`src/rtl/mem_access_ctrl.sv`:
```
// Pipeline-to-data-memory access controller: validates and latches a load/store
// request, inserts WAIT_CYCLES idle cycles, performs a one-cycle access and reports completion.
module mem_access_ctrl #(
  parameter int WAIT_CYCLES = 3,
  parameter int BASE_ADDR   = 1024,
  parameter int DEPTH_WORDS = 16
) (
  input  logic        clk,
  input  logic        rst,
  input  logic        mem_r_en,
  input  logic        mem_w_en,
  input  logic [31:0] address,
  input  logic [31:0] dataIn,
  output logic        ready,
  output logic [31:0] dataOut,
  output logic        err,
  output logic        dm_r_en,
  output logic        dm_w_en,
  output logic [31:0] dm_address,
  output logic [31:0] dm_dataIn,
  input  logic [31:0] dm_dataOut
);

  localparam int CW = (WAIT_CYCLES < 2) ? 1 : $clog2(WAIT_CYCLES + 1);
  localparam logic [CW-1:0] WAIT_INIT = CW'(WAIT_CYCLES);
  localparam logic [31:0]   ADDR_LO   = 32'(BASE_ADDR);
  localparam logic [31:0]   ADDR_HI   = 32'(longint'(BASE_ADDR) + 4 * longint'(DEPTH_WORDS));

  typedef enum logic [1:0] {
    ST_IDLE,
    ST_WAIT,
    ST_ACCESS,
    ST_DONE
  } state_t;

  state_t        state;
  state_t        next_state;
  logic [CW-1:0] count;
  logic [CW-1:0] next_count;
  logic [31:0]   lat_addr;
  logic [31:0]   lat_data;
  logic          lat_store;
  logic          err_q;
  logic [31:0]   dout_q;
  logic          req;
  logic          bad_req;
  logic          accept;

  assign req    = mem_r_en | mem_w_en;
  assign accept = (state == ST_IDLE) && req;

  always_comb begin
    bad_req = (mem_r_en & mem_w_en)
            | (address[1:0] != 2'b00)
            | (address < ADDR_LO)
            | (address >= ADDR_HI);
  end

  always_comb begin
    next_state = state;
    next_count = count;
    case (state)
      ST_IDLE: begin
        if (req) begin
          if (bad_req) begin
            next_state = ST_DONE;
          end else if (WAIT_CYCLES > 0) begin
            next_state = ST_WAIT;
            next_count = WAIT_INIT;
          end else begin
            next_state = ST_ACCESS;
          end
        end
      end
      ST_WAIT: begin
        next_count = count - CW'(1);
        if (count == CW'(1)) begin
          next_state = ST_ACCESS;
        end
      end
      ST_ACCESS: next_state = ST_DONE;
      ST_DONE:   next_state = ST_IDLE;
      default:   next_state = ST_IDLE;
    endcase
  end

  // Enables are gated by rst so a reset arriving during ACCESS cannot commit a write.
  always_comb begin
    ready   = 1'b0;
    dm_r_en = 1'b0;
    dm_w_en = 1'b0;
    case (state)
      ST_IDLE: ready = ~req;
      ST_ACCESS: begin
        dm_r_en = ~lat_store & ~rst;
        dm_w_en = lat_store & ~rst;
      end
      ST_DONE: ready = 1'b1;
      default: ready = 1'b0;
    endcase
  end

  assign dm_address = lat_addr;
  assign dm_dataIn  = lat_data;
  assign dataOut    = dout_q;
  assign err        = err_q;

  always_ff @(posedge clk) begin
    if (rst) begin
      state     <= ST_IDLE;
      count     <= '0;
      lat_addr  <= '0;
      lat_data  <= '0;
      lat_store <= 1'b0;
      err_q     <= 1'b0;
      dout_q    <= '0;
    end else begin
      state <= next_state;
      count <= next_count;
      err_q <= accept && bad_req;
      if (accept) begin
        lat_addr  <= address;
        lat_data  <= dataIn;
        lat_store <= mem_w_en;
      end
      // A rejected request clears the load result; a completed load replaces it.
      if (accept && bad_req) begin
        dout_q <= '0;
      end else if ((state == ST_ACCESS) && !lat_store) begin
        dout_q <= dm_dataOut;
      end
    end
  end

endmodule

```
`config.mk`:
```
export PLATFORM = sky130hd
export DESIGN_NAME = mem_access_ctrl
export DESIGN_NICKNAME = d
export VERILOG_FILES = /design/src/rtl/mem_access_ctrl.sv
export SDC_FILE = /design/constraint.sdc
export NUM_CORES = 1
export LEC_CHECK = 0
export ABC_CLOCK_PERIOD_IN_PS = 2690
export BUFFER_PORTS_ARGS = -buffer_cell sky130_fd_sc_hd__buf_2
export CORE_MARGIN = 5
export CORE_UTILIZATION = 49
export DETAILED_ROUTE_END_ITERATION = 8
export PLACE_DENSITY = 0.88
export SLEW_MARGIN = 20
export SYNTH_ARGS = -nofsm -noshare
export SYNTH_HDL_FRONTEND = slang
export SYNTH_SLANG_ARGS = --single-unit
```
`constraint.sdc`:
```
create_clock -name clk -period 2.69 [get_ports clk]
set_input_delay 0.538 -clock clk [delete_from_list [all_inputs] [get_ports clk]]
set_output_delay 0.538 -clock clk [all_outputs]
set_load 0.01 [all_outputs]
```
# --- Yosys cells after proc, flatten, opt, wreduce, memory -nomap -nowiden ---
# Cells that the tools add are included.
op_classes:
  n_addsub: 1
  multipliers: 0
  div_mod_pow: 0
  n_lt_le_gt_ge: 2
  eq_ne: 7
  shift: 0
  n_mux: 10
  bitwise: 10
  n_reduce_logical: 10
op_table:
  columns: ["cell", "n"]
  rows:
  - ["$ge 32x11->1 const B", 1]
  - ["$lt 32x11->1 const B", 1]
  - ["$mux 2", 5]
  - ["$pmux 2 s4", 1]
  - ["$ne 2x2->1 const B", 3]
  - ["$eq 2x1->1 const B", 2]
  - ["$eq 2x2->1 const B", 2]
  - ["$or 1x1->1", 4]
  - ["$pmux 2 s2", 1]
  - ["$reduce_bool 2->1", 2]
  - ["$and 1x1->1", 3]
  - ["$logic_and 1x1->1", 3]
  - ["$not 1->1", 3]
  - ["$reduce_and 3->1", 1]
  - ["$logic_not 2->1", 1]
  - ["$mux 1", 2]
  - ["$pmux 1 s2", 1]
  - ["$reduce_and 2->1", 1]
  - ["$reduce_or 2->1", 1]
  - ["$sub 2x1->2 const B", 1]
  - ["$logic_not 1->1", 1]
word_totals:
  regBits: 102
  latch_bits: 0
  ram_bits: 0
  mem_bits_ro: 0
  in_bits: 100
  output_inout_bits: 100
  word_cells: 47
  mem_count: 0

# --- Longest topological paths before layout ---
logic_depth:
  depth_word: 7
  depth_mapped: 7

# --- Least setup slack after synthesis ---
# Ideal clock, no wire load.
synth_timing:
  path_type: "register to output"
  from: "register state[0]"
  to: "output port dm_r_en"
  arrival_time_ps: 1473
  setup_slack_ps: 679
  path_stages_with_launch: 7
  n_path_buf: 2
  path_cell_list: "dfxtp_1 -> inv_1 -> ha_1 -> nor2b_1 -> clkbuf_1 -> buf_2 -> nor2b_1"
synth_between:
  elab_chain_len: 2
synth_rtl:
  columns: ["element", "line_no", "rtl"]
  rows:
  - ["from (decl)", "36", "state_t state;"]
  - ["from (signal assigned)", "118", "state <= next_state;"]
  - ["$eq 2x2->1", "92", "case (state)"]
  - ["$mux 1", "92", null]
  - ["to (decl)", "17", "output logic dm_r_en,"]
# No other way between the ends.

# --- Final worst setup path ---
layout_timing:
  from: "register state[0]"
  to: "register dout_q[25], in the netlist dataOut[25]"
layout_between:
  elab_chain_len: 4
layout_rtl:
  columns: ["element", "line_no", "rtl"]
  rows:
  - ["$logic_not 2->1", "50", "assign accept = (state == ST_IDLE) && req;"]
  - ["$logic_and 1x1->1", "50", null]
  - ["$logic_and 1x1->1", "127", "if (accept && bad_req) begin"]
  - ["$reduce_or 2->1 (no line)", null, null]
  - ["to (signal assigned)", "130", "dout_q <= dm_dataOut;"]
  - ["to (decl)", "44", "logic [31:0] dout_q;"]
# Parallel ways exist; a longest one is shown, timed or not.
# A chain may end at the register's enable or synchronous reset.

==> summary.md <==
| Metric | Value |
|---|---|
| I/O pin count | `200` |
| Vias in the first global route | `3579` |
| Final RePlAce weighted congestion | `about 0.83` |
| CTS Buffer Depth | `2` |
| Reg2Reg Depth | `6` |
| Unrepaired setup endpoints after global routing | `false` |
| CP Cell Sequence | `inv_1 > ha_1 > o21ai_4 > a21oi_4 > buf_4 > nor3_2` |
| Fmax | `0.457 GHz` |
| Post-Synth Adder-Cell Area | `under 10%` |
| Xor and xnor area share after synthesis | `0%` |
| Initial antenna violation count | `0` |
| Final setup vio count | `0` |
| Asr flop ratio synth | `0%` |
| Worst IR Drop VDD | `~0.5 mV` |
| Power per cell area | `892 nW/µm²` |
| Sequential share of the synthesized area | `about half` |
| Vias per cell | `5.02` |
| Total die area | `10100 µm²` |
| Number of post-CTS setup repair buffers | `0` |
| PortBufs | `between 150 and 200` |
| Synth top area cells | `dfxtp_1, nand2_1, a21oi_1` |
| Vias | `3712` |
| Worst-skew pair later-pin latency | `350 ps` |
| Dpl ws | `about 260 ps` |
| Sink Count | `between 100 and 150` |
| Pleak | `~0.0024 µW` |
| Top cell type by total area after synthesis | `dfxtp_1` |
| Crit end category | `flip-flop` |
| Startpoint of the worst hold path | `dataIn[7]` |
| Final wirelength | `just over 10000 µm` |
| Row Count | `33` |
| Critical path startpoint category | `flip-flop` |
| Number of synthesized flops with an enable pin | `0` |
| Global-route wire length before repair | `roughly 17000 µm` |
| Final WS setup | `between 500 and 600 ps` |
| Largest net degree at the start of global routing | `66` |
| Synth cell types | `28` |
| Initial Utilization | `just under 50%` |
| Synth Cell Area | `approximately 4000 µm²` |
| Area taken by multi-input logic gates | `between 1500 and 2000 µm²` |
| Post-synthesis mux area share | `8.00%` |
| #FFs+latches synth | `102` |
| DR pass1 iterations | `4` |
| Nets@finish | `about 740` |
| Worst path required time | `between 2000 and 3000 ps` |
| Simple-gate share of the synthesized area | `roughly a quarter` |
| Worst r2r dst | `dataOut[25]` |
| Final min period | `about 2200 ps` |
| Worst Max-Slew Pin Slew | `about 940 ps` |
| Fin. Hold Viols | `0` |
| Ys flop type | `dfxtp_1` |
| Avg Inst Size Synth | `between 8 and 9 µm²` |
| Compound-gate portion of the synthesized area | `10.8%` |
| Initial detailed-routing violation count | `117` |
| Gate count of the mapped netlist | `447` |
| DR WL/cell | `around 14 µm` |
| R2R Path Start | `state[0]` |
| Remaining DRCs | `0` |
| Outcome | `completed` |
| Fillers | `700` |
| Root Driver | `clkbuf_8` |
| Yosys top cell area share | `about half` |
| H-tree depth | `3` |
| Core Area | `8090 µm²` |
| Cts hold-fix bufs | `0` |
| CP max stage delay | `720 ps` |
| Most common cell in the netlist | `nand2_1` |
| Hold crit path type | `in2reg` |
| MaxCap Viol Count | `0` |
| Synthesized net count | `around 550` |
| Setup TNS | `0 ps` |
| Critical path's slowest cell | `a21oi_4` |
| WHS Path Cells | `3` |
| DIE HEIGHT | `roughly 100 µm` |
| YS warnings | `0` |
| Post-CTS Resized | `0` |
| Arr. time, crit path | `roughly 2400 ps` |
| Main combinational cell family by area after synthesis | `simple AND/OR/NAND/NOR gates` |
| Final ANT Viol Nets | `0` |
| Top cells by count, synth | `nand2_1, dfxtp_1, a21oi_1` |
| Slew headroom | `37.4%` |
| Max-slew violations | `0` |
| P&R area growth vs syn | `30.2%` |
| Final period util | `between 80 and 90%` |
| Total CTS buffers | `9` |
| DP HPWL | `7960 µm` |
| CTS clk-pin slew, worst paths | `90 ps` |
| R2r setup slk | `between 500 and 600 ps` |
| Register cell area after layout | `just over 2000 µm²` |
| Grt ovf | `0` |
| Hold EP | `dm_dataIn[7]` |
| Die width | `~100 µm` |
| Worst Setup SP | `state[0]` |
| Critical Path Fanout Max | `25` |
| Fin Clk Skew | `between 10 and 15 ps` |
| Gr usage total | `between 20 and 25%` |
| CTS tree | `done` |
| Share of post-route cells with drive strength above 1 | `40.5%` |
| Critical path class | `reg2reg` |
| Ant diodes | `0` |
-- sequential cells by signal (all words and copies together), names as in the netlist --
name        flops
dm_dataIn      32
err             1
dataOut        32
dm_address     32
state           2
count           2
lat_store       1
-- worst max path at each step --
stage,to,cells past startpoint
finish,dataOut[25],6
global route,dataOut[25],6
CTS,dataOut[27],6
detailed placement,dataOut[27],7
global placement,dataOut[27],7
floorplan,dm_r_en,6
-- cells in the final DEF, fill, tap and decap left out, drive strengths merged --
master	n
a211oi	2
a21oi	68
a22o	1
a311oi	4
and2	1
buf	206
clkbuf	12
clkinvlp	3
dfxtp	102
ha	6
inv	5
mux2i	32
nand2	133
nand3	2
nand4	1
nor2	7
nor2b	6
nor3	33
nor4	5
o21ai	4
or2	1
or4	1
-- final cells by class --
cell class,instances,area share [%]
inverters,5,0.360
flip-flops and latches,102,39.2
clock inverters,3,0.432
clock buffers,12,2.59
repair buffers,206,20.2
well taps,105,2.52
multi-input cells,307,34.7
-- metrics by stage --
stage	hold slack [ps]	instance area (µm²)	util, %	std cells	power (µW)
floorplan	450	4000	-	447	3280
global route	397	5210	64.4	740	4970
CTS	403	5210	64.4	740	4690
detailed placement	443	5050	62.4	725	3880
global placement	439	5050	62.4	725	3800
finish	416	5210	64.4	740	4650
-- report_power, final --
part | total (µW) | switching [µW] | internal, µW | leakage [µW]
Clock | 815 | 482 | 333 | 0.0000687
Sequential | 1980 | 159 | 1820 | 0.000835
Combinational | 1850 | 1150 | 702 | 0.00150
Total | 4650 | 1790 | 2860 | 0.00240
-- critical path, delay by kind of cell (launching register included) --
kind / cells / cell delay [ps]
adder cells (fa/ha/maj): 1 / 340
flip-flops: 1 / 340
AND/OR/NAND/NOR: 1 / 60
AO/OA/AOI/OAI: 2 / 830
buffers and inverters: 2 / 450
-- layer usage --
| layer | wire length [µm] | up-vias | track usage, % |
|---|---|---|---|
| met1 | 4000 | 1680 | 23.7 |
| li1 | - | 1859 | - |
| met3 | 1040 | 19 | 6.88 |
| met2 | 5150 | 154 | 34.3 |
| met5 | 0 | - | 0 |
| met4 | 202 | 0 | 7.25 |
-- cell families after synthesis --
| family | count (synthesis) |
|---|---|
| mux | 32 |
| compound gates | 79 |
| simple gates | 190 |
| flops | 102 |
| fa+ha+maj | 6 |
| buf+inv | 38 |
Power figures use the tool's default switching activity.
